[config.mk]
export PLATFORM = sky130hd
export DESIGN_NAME = spi_frame_master
export DESIGN_NICKNAME = d
export VERILOG_FILES = /design/src/rtl/spi_pkg.sv /design/src/rtl/spi_phase_timer.sv /design/src/rtl/spi_frame_master.sv
export SDC_FILE = /design/constraint.sdc
export NUM_CORES = 1
export LEC_CHECK = 0
export ABC_AREA = 1
export CAP_MARGIN = 25
export CORE_ASPECT_RATIO = 1.5
export CORE_UTILIZATION = 43
export DETAILED_ROUTE_END_ITERATION = 16
export GPL_TIMING_DRIVEN = 0
export PLACE_DENSITY = 0.68
export SKIP_CTS_REPAIR_TIMING = 1
export SYNTH_ARGS = -nofsm -noshare
export SYNTH_HDL_FRONTEND = slang
export SYNTH_HIERARCHICAL = 1
export SYNTH_SLANG_ARGS = --single-unit
[constraint.sdc]
create_clock -name clk -period 2.3 [get_ports clk]
set_input_delay 0.575 -clock clk [delete_from_list [all_inputs] [get_ports clk]]
set_output_delay 0.575 -clock clk [all_outputs]
set_load 0.05 [all_outputs]
[src/rtl/spi_pkg.sv]
// Shared definitions for the SPI frame master: state encoding and default timing.
package spi_pkg;

  typedef enum logic [2:0] {
    IDLE  = 3'd0,
    SETUP = 3'd1,
    LOAD  = 3'd2,
    LO    = 3'd3,
    HI    = 3'd4,
    HOLD  = 3'd5,
    GAP   = 3'd6
  } state_e;

  localparam int unsigned DEF_DIV      = 8;
  localparam int unsigned DEF_CS_SETUP = 4;
  localparam int unsigned DEF_CS_HOLD  = 4;
  localparam int unsigned DEF_CS_GAP   = 8;

  // Standard CNC stepper frame length in bytes.
  localparam int unsigned FRAME_BYTES  = 20;

endpackage

[src/rtl/spi_phase_timer.sv]
// Loadable 8-bit down-counter; tc_o is high in the last cycle of a timed phase.
module spi_phase_timer (
  input  logic       clk,
  input  logic       rst_n,
  input  logic       load_i,
  input  logic [7:0] load_val_i,
  output logic       tc_o
);

  logic [7:0] cnt_q, cnt_d;

  // Reload on a phase change, otherwise count down and park at zero.
  always_comb begin
    cnt_d = cnt_q;
    if (load_i)            cnt_d = load_val_i;
    else if (cnt_q != 8'd0) cnt_d = cnt_q - 8'd1;
  end

  // Counter register.
  // NOTE: sequential state is assigned with <= so every flop samples pre-edge values.
  always_ff @(posedge clk or negedge rst_n) begin
    if (!rst_n) cnt_q <= 8'd0;
    else        cnt_q <= cnt_d;
  end

  assign tc_o = (cnt_q == 8'd0);

endmodule

[src/rtl/spi_frame_master.sv]
// SPI mode-0 frame master: streams frame_len bytes out on MOSI while collecting MISO.
module spi_frame_master
  import spi_pkg::*;
#(
  parameter int unsigned DIV      = DEF_DIV,
  parameter int unsigned CS_SETUP = DEF_CS_SETUP,
  parameter int unsigned CS_HOLD  = DEF_CS_HOLD,
  parameter int unsigned CS_GAP   = DEF_CS_GAP
) (
  input  logic       clk,
  input  logic       rst_n,
  input  logic       start,
  input  logic [4:0] frame_len,
  input  logic [7:0] tx_data,
  input  logic       tx_valid,
  output logic       tx_ready,
  output logic [7:0] rx_data,
  output logic       rx_valid,
  output logic       busy,
  output logic       done,
  output logic       SCK,
  output logic       MOSI,
  input  logic       MISO,
  output logic       SSEL
);

  state_e     state_q, state_d;
  logic       ssel_q, ssel_d;
  logic       sck_q, sck_d;
  logic       mosi_q, mosi_d;
  logic [7:0] tx_shift_q, tx_shift_d;
  logic [7:0] rx_shift_q, rx_shift_d;
  logic [2:0] bit_q, bit_d;
  logic [4:0] bytes_left_q, bytes_left_d;
  logic       miso_meta_q, miso_s_q;
  logic       phase_load, phase_tc;
  logic [7:0] phase_len;

  // Length of the phase being entered, minus one, so the timer expires on its last cycle.
  always_comb begin
    phase_len = 8'd0;
    case (state_d)
      SETUP:   phase_len = 8'(CS_SETUP - 1);
      LO, HI:  phase_len = 8'(DIV - 1);
      HOLD:    phase_len = 8'(CS_HOLD - 1);
      GAP:     phase_len = 8'(CS_GAP - 1);
      default: phase_len = 8'd0;
    endcase
  end

  assign phase_load = (state_d != state_q);

  spi_phase_timer u_timer (
    .clk        (clk),
    .rst_n      (rst_n),
    .load_i     (phase_load),
    .load_val_i (phase_len),
    .tc_o       (phase_tc)
  );

  // Next-state and datapath decode; pin values are computed here and registered below.
  // NOTE: every signal gets a default before the case so no path leaves one unassigned (no latches).
  always_comb begin
    state_d      = state_q;
    ssel_d       = ssel_q;
    sck_d        = sck_q;
    mosi_d       = mosi_q;
    tx_shift_d   = tx_shift_q;
    rx_shift_d   = rx_shift_q;
    bit_d        = bit_q;
    bytes_left_d = bytes_left_q;
    tx_ready     = 1'b0;
    rx_valid     = 1'b0;
    done         = 1'b0;
    case (state_q)
      IDLE: begin
        if (start && frame_len != 5'd0) begin
          bytes_left_d = frame_len;
          ssel_d       = 1'b0;
          state_d      = SETUP;
        end
      end
      SETUP: if (phase_tc) state_d = LOAD;
      LOAD: begin
        tx_ready = 1'b1;
        sck_d    = 1'b0;
        if (tx_valid) begin
          tx_shift_d = tx_data;
          mosi_d     = tx_data[7];
          bit_d      = 3'd0;
          state_d    = LO;
        end
      end
      LO: begin
        if (phase_tc) begin
          sck_d   = 1'b1;
          state_d = HI;
        end
      end
      HI: begin
        if (phase_tc) begin
          sck_d      = 1'b0;
          rx_shift_d = {rx_shift_q[6:0], miso_s_q};
          if (bit_q != 3'd7) begin
            // Next MOSI bit launches on the same edge that drops SCK.
            tx_shift_d = {tx_shift_q[6:0], 1'b0};
            mosi_d     = tx_shift_q[6];
            bit_d      = bit_q + 3'd1;
            state_d    = LO;
          end else begin
            rx_valid     = 1'b1;
            bytes_left_d = bytes_left_q - 5'd1;
            state_d      = (bytes_left_q == 5'd1) ? HOLD : LOAD;
          end
        end
      end
      HOLD: begin
        if (phase_tc) begin
          ssel_d  = 1'b1;
          state_d = GAP;
        end
      end
      GAP: begin
        if (phase_tc) begin
          done    = 1'b1;
          state_d = IDLE;
        end
      end
      default: state_d = IDLE;
    endcase
  end

  // State, pin and shift registers; async reset forces the bus idle immediately.
  always_ff @(posedge clk or negedge rst_n) begin
    if (!rst_n) begin
      state_q      <= IDLE;
      ssel_q       <= 1'b1;
      sck_q        <= 1'b0;
      mosi_q       <= 1'b0;
      tx_shift_q   <= 8'd0;
      rx_shift_q   <= 8'd0;
      bit_q        <= 3'd0;
      bytes_left_q <= 5'd0;
    end else begin
      state_q      <= state_d;
      ssel_q       <= ssel_d;
      sck_q        <= sck_d;
      mosi_q       <= mosi_d;
      tx_shift_q   <= tx_shift_d;
      rx_shift_q   <= rx_shift_d;
      bit_q        <= bit_d;
      bytes_left_q <= bytes_left_d;
    end
  end

  // Two-flop synchronizer for the asynchronous MISO pin.
  always_ff @(posedge clk or negedge rst_n) begin
    if (!rst_n) begin
      miso_meta_q <= 1'b0;
      miso_s_q    <= 1'b0;
    end else begin
      miso_meta_q <= MISO;
      miso_s_q    <= miso_meta_q;
    end
  end

  // The received byte is complete in the last HI cycle of bit 7, when rx_valid pulses.
  assign rx_data = {rx_shift_q[6:0], miso_s_q};
  assign busy    = (state_q != IDLE);
  assign SSEL    = ssel_q;
  assign SCK     = sck_q;
  assign MOSI    = mosi_q;

endmodule

==> metrics.txt <==
status=finished, violations left; failing checks=setup timing; Final GP Congestion=0.814; Static Leak=1.51 nW; clk_lat worst skew=about 0.29 ns; die span in y=roughly 90 um; TritonCTS clock tree=built; ANT cells=0; pin count of the biggest net entering global routing=39; max_slew headroom=43.9%; htree depth=2; Netlist cell types=30; Final Cycle Share=104%; CP max stage delay=between 0.3 and 0.4 ns; CP Max Fanout=4; initial core utilization=about 45%; Final Hold Violating Endpoints=0; Critical Path RT=1.73 ns; synthesized instance count=301; Clock Path Buffers=2; Port Buf Inserts=32; cell family with most CP delay=simple AND/OR/NAND/NOR gates; post-DP HPWL=3390 um; number of flops mapped to enable cells by yosys=0; syn_area_per_cell=7.32 um2; area grow syn2layout=32.2%; commonest cells in the netlist=nand2_1, dfrtp_1, inv_1, nor2_1, nand3_1; Final Setup Violations=1; asr flop ratio synth=100%; clock-pin transition on the worst setup and hold timing paths=0.08 ns; Clock Skew=0.00609 ns; GR Util met3=3.44%; yosys synthesis warning count=6; Power Dens Cells=1090 nW/um2; Slew @ Worst Pin=0.842 ns; Tot GR Track Use=18.6%; worst min-delay path category=reg -> reg; CTS root buf=clkbuf_8; IO Pins=33; post-synth top area share=between 40% and 50%; DRT Pass-1 Iters=4; synthesized area=2200 um2; post-place setup slack=-1.01 ns; Worst path most repeated cell=nor2_4; final setup TNS=-0.101 ns; CTS Buf Count=5; Critical-path top delay cell=dfrtp_1; synth top area cells=dfrtp_1, nand2_1, inv_1; Routed Antenna Nets=0; sequential fraction of the synthesis area=43.2%; Wirelength per Cell=about 11 um; die area=5420 um2; met1 Track Usage GR=20.5%; layout net count=380; grt peak-use layer=met2; total core area=4890 um2; fmax=between 0.4 and 0.5 GHz; total grt overflow=0; critical path arrival=1.83 ns; Rows=31; post-layout min period=2.40 ns; final slew viol count=0; Max-Cap Viols=0; Avg Vias per Cell=4.76; Iter 0 DRT Violations=48; Die X=60.5 um; area leader, netlist=dfrtp_1; final WL=around 4700 um; critical path endpoint category=primary output; Setup Crit Path Kind=reg -> out; CP Cell Sequence=inv_2 -> ha_4 -> nand2_4 -> nor2_4 -> buf_6 -> nand2_4 -> nor2_4 -> clkinv_4 -> nor2_4 -> buf_8; share of layout cells above drive strength 1=20.1%; first-pass GRT wire length=7610 um; clock sinks=38; final worst slack=-0.101 ns; CP Buf/Inv Count=4; DRC=0; vias in the first global route=1,836; startpoint types=register; RSZ-0062 raised after global routing=true; VDD IR-drop max=0.654 mV; met2 Usage GRT=34.6%; Seq cells post-synth=38; vias=2,020; antenna violations before repair=0; most common cell in the netlist=nand2_1; ys flop type=dfrtp_1
cells by family (layout without fill, tap and decap cells):
family / after synthesis / count (layout) / synth area share [%]
and+or+nand+nor: 177 / 177 / 33.8
buffers and inverters: 42 / 95 / 8.68
DFF: 38 / 38 / 43.2
AOI/OAI and AO/OA: 36 / 36 / 10.5
adders and majority gates: 5 / 5 / 2.84
xor gates and xnor gates: 2 / 2 / 0.795
other: 1 / 5 / 0.170
state kept, by name (all words and copies together), names as in the netlist:
register,cells
SCK,1
SSEL,1
miso_s_q,1
u_timer/cnt_q,8
bit_q,3
rx_shift_q,7
miso_meta_q,1
tx_shift_q,7
MOSI,1
bytes_left_q,5
state_q,3
layout make-up:
| type | instances | area (um2) |
|---|---|---|
| clock buffer | 6 | 82.6 |
| inverter | 34 | 133 |
| fill | 485 | 1970 |
| tap | 66 | 82.6 |
| sequential | 38 | 952 |
| buffer | 8 | 76.3 |
| multi-input combinational | 225 | 1140 |
| clock inverter | 2 | 12.5 |
| timing repair buffer | 45 | 433 |
metrics by stage:
| step | total power [mW] | utilization (%) | instance area [um2] | cells | hold slack, ns |
|---|---|---|---|---|---|
| after floorplan | 2.11 | - | 2240 | 305 | 0.279 |
| after detailed placement | 2.44 | 53.9 | 2630 | 403 | 0.342 |
| after global placement | 2.41 | 54.0 | 2640 | 403 | 0.336 |
| final | 3.18 | 59.7 | 2920 | 424 | 0.356 |
| after CTS | 2.93 | 55.8 | 2730 | 411 | 0.360 |
| after global routing | 3.45 | 59.7 | 2920 | 424 | 0.359 |
worst paths after layout:
check | cells past startpoint | slack, ns | to | startpoint
hold / removal | 0 | 0.36 | miso_s_q$_DFF_PN0_ | miso_meta_q$_DFF_PN0_
max in group asynchronous | 1 | 1.38 | miso_meta_q$_DFF_PN0_ | rst_n
setup / recovery | 10 | -0.10 | rx_valid | u_timer/cnt_q[1]$_DFFE_PN0P_
min in group asynchronous | 1 | 0.39 | bytes_left_q[2]$_DFFE_PN0P_ | rst_n
hold reg to reg | 0 | 0.36 | miso_s_q$_DFF_PN0_ | miso_meta_q$_DFF_PN0_
setup reg to reg | 17 | 0.09 | u_timer/cnt_q[0]$_DFFE_PN0P_ | u_timer/cnt_q[1]$_DFFE_PN0P_
layout by cell type, fill, tap and decap left out, drive strengths merged:
cell | netlist | final
dfstp | 1 | 1
dlymetal6s2s | 0 | 2
clkinv | 1 | 2
nor2 | 33 | 33
nand2 | 118 | 118
inv | 33 | 33
clkdlybuf4s50 | 0 | 27
a21boi | 1 | 1
nand4 | 3 | 3
o21a | 2 | 2
clkinvlp | 0 | 1
conb | 1 | 5
xor2 | 1 | 1
a21oi | 1 | 1
ha | 5 | 5
o221a | 1 | 1
clkbuf | 1 | 6
nor3 | 1 | 1
xnor2 | 1 | 1
dfrtp | 37 | 37
o21ai | 31 | 31
nand3 | 22 | 22
buf | 7 | 24
power by group:
group	internal, mW	switching [mW]
clock	0.241	0.234
sequential	0.884	0.158
combinational	0.691	0.976
total	1.82	1.37
per-layer routing:
| metal | vias up | wire (um) |
|---|---|---|
| met5 | - | 0 |
| met4 | 0 | 63 |
| met3 | 7 | 124 |
| met2 | 34 | 2540 |
| met1 | 930 | 1990 |
| li1 | 1049 | - |
worst register-to-register path, delay by kind of cell, from the launching register on:
family | cells | cell delay [ns]
AND/OR/NAND/NOR | 8 | 0.75
buffers and inverters | 6 | 0.59
adder cells (fa/ha/maj) | 1 | 0.17
AO/OA/AOI/OAI | 2 | 0.21
flip-flops | 1 | 0.39
No activity file was read; power rests on OpenSTA's default activity.
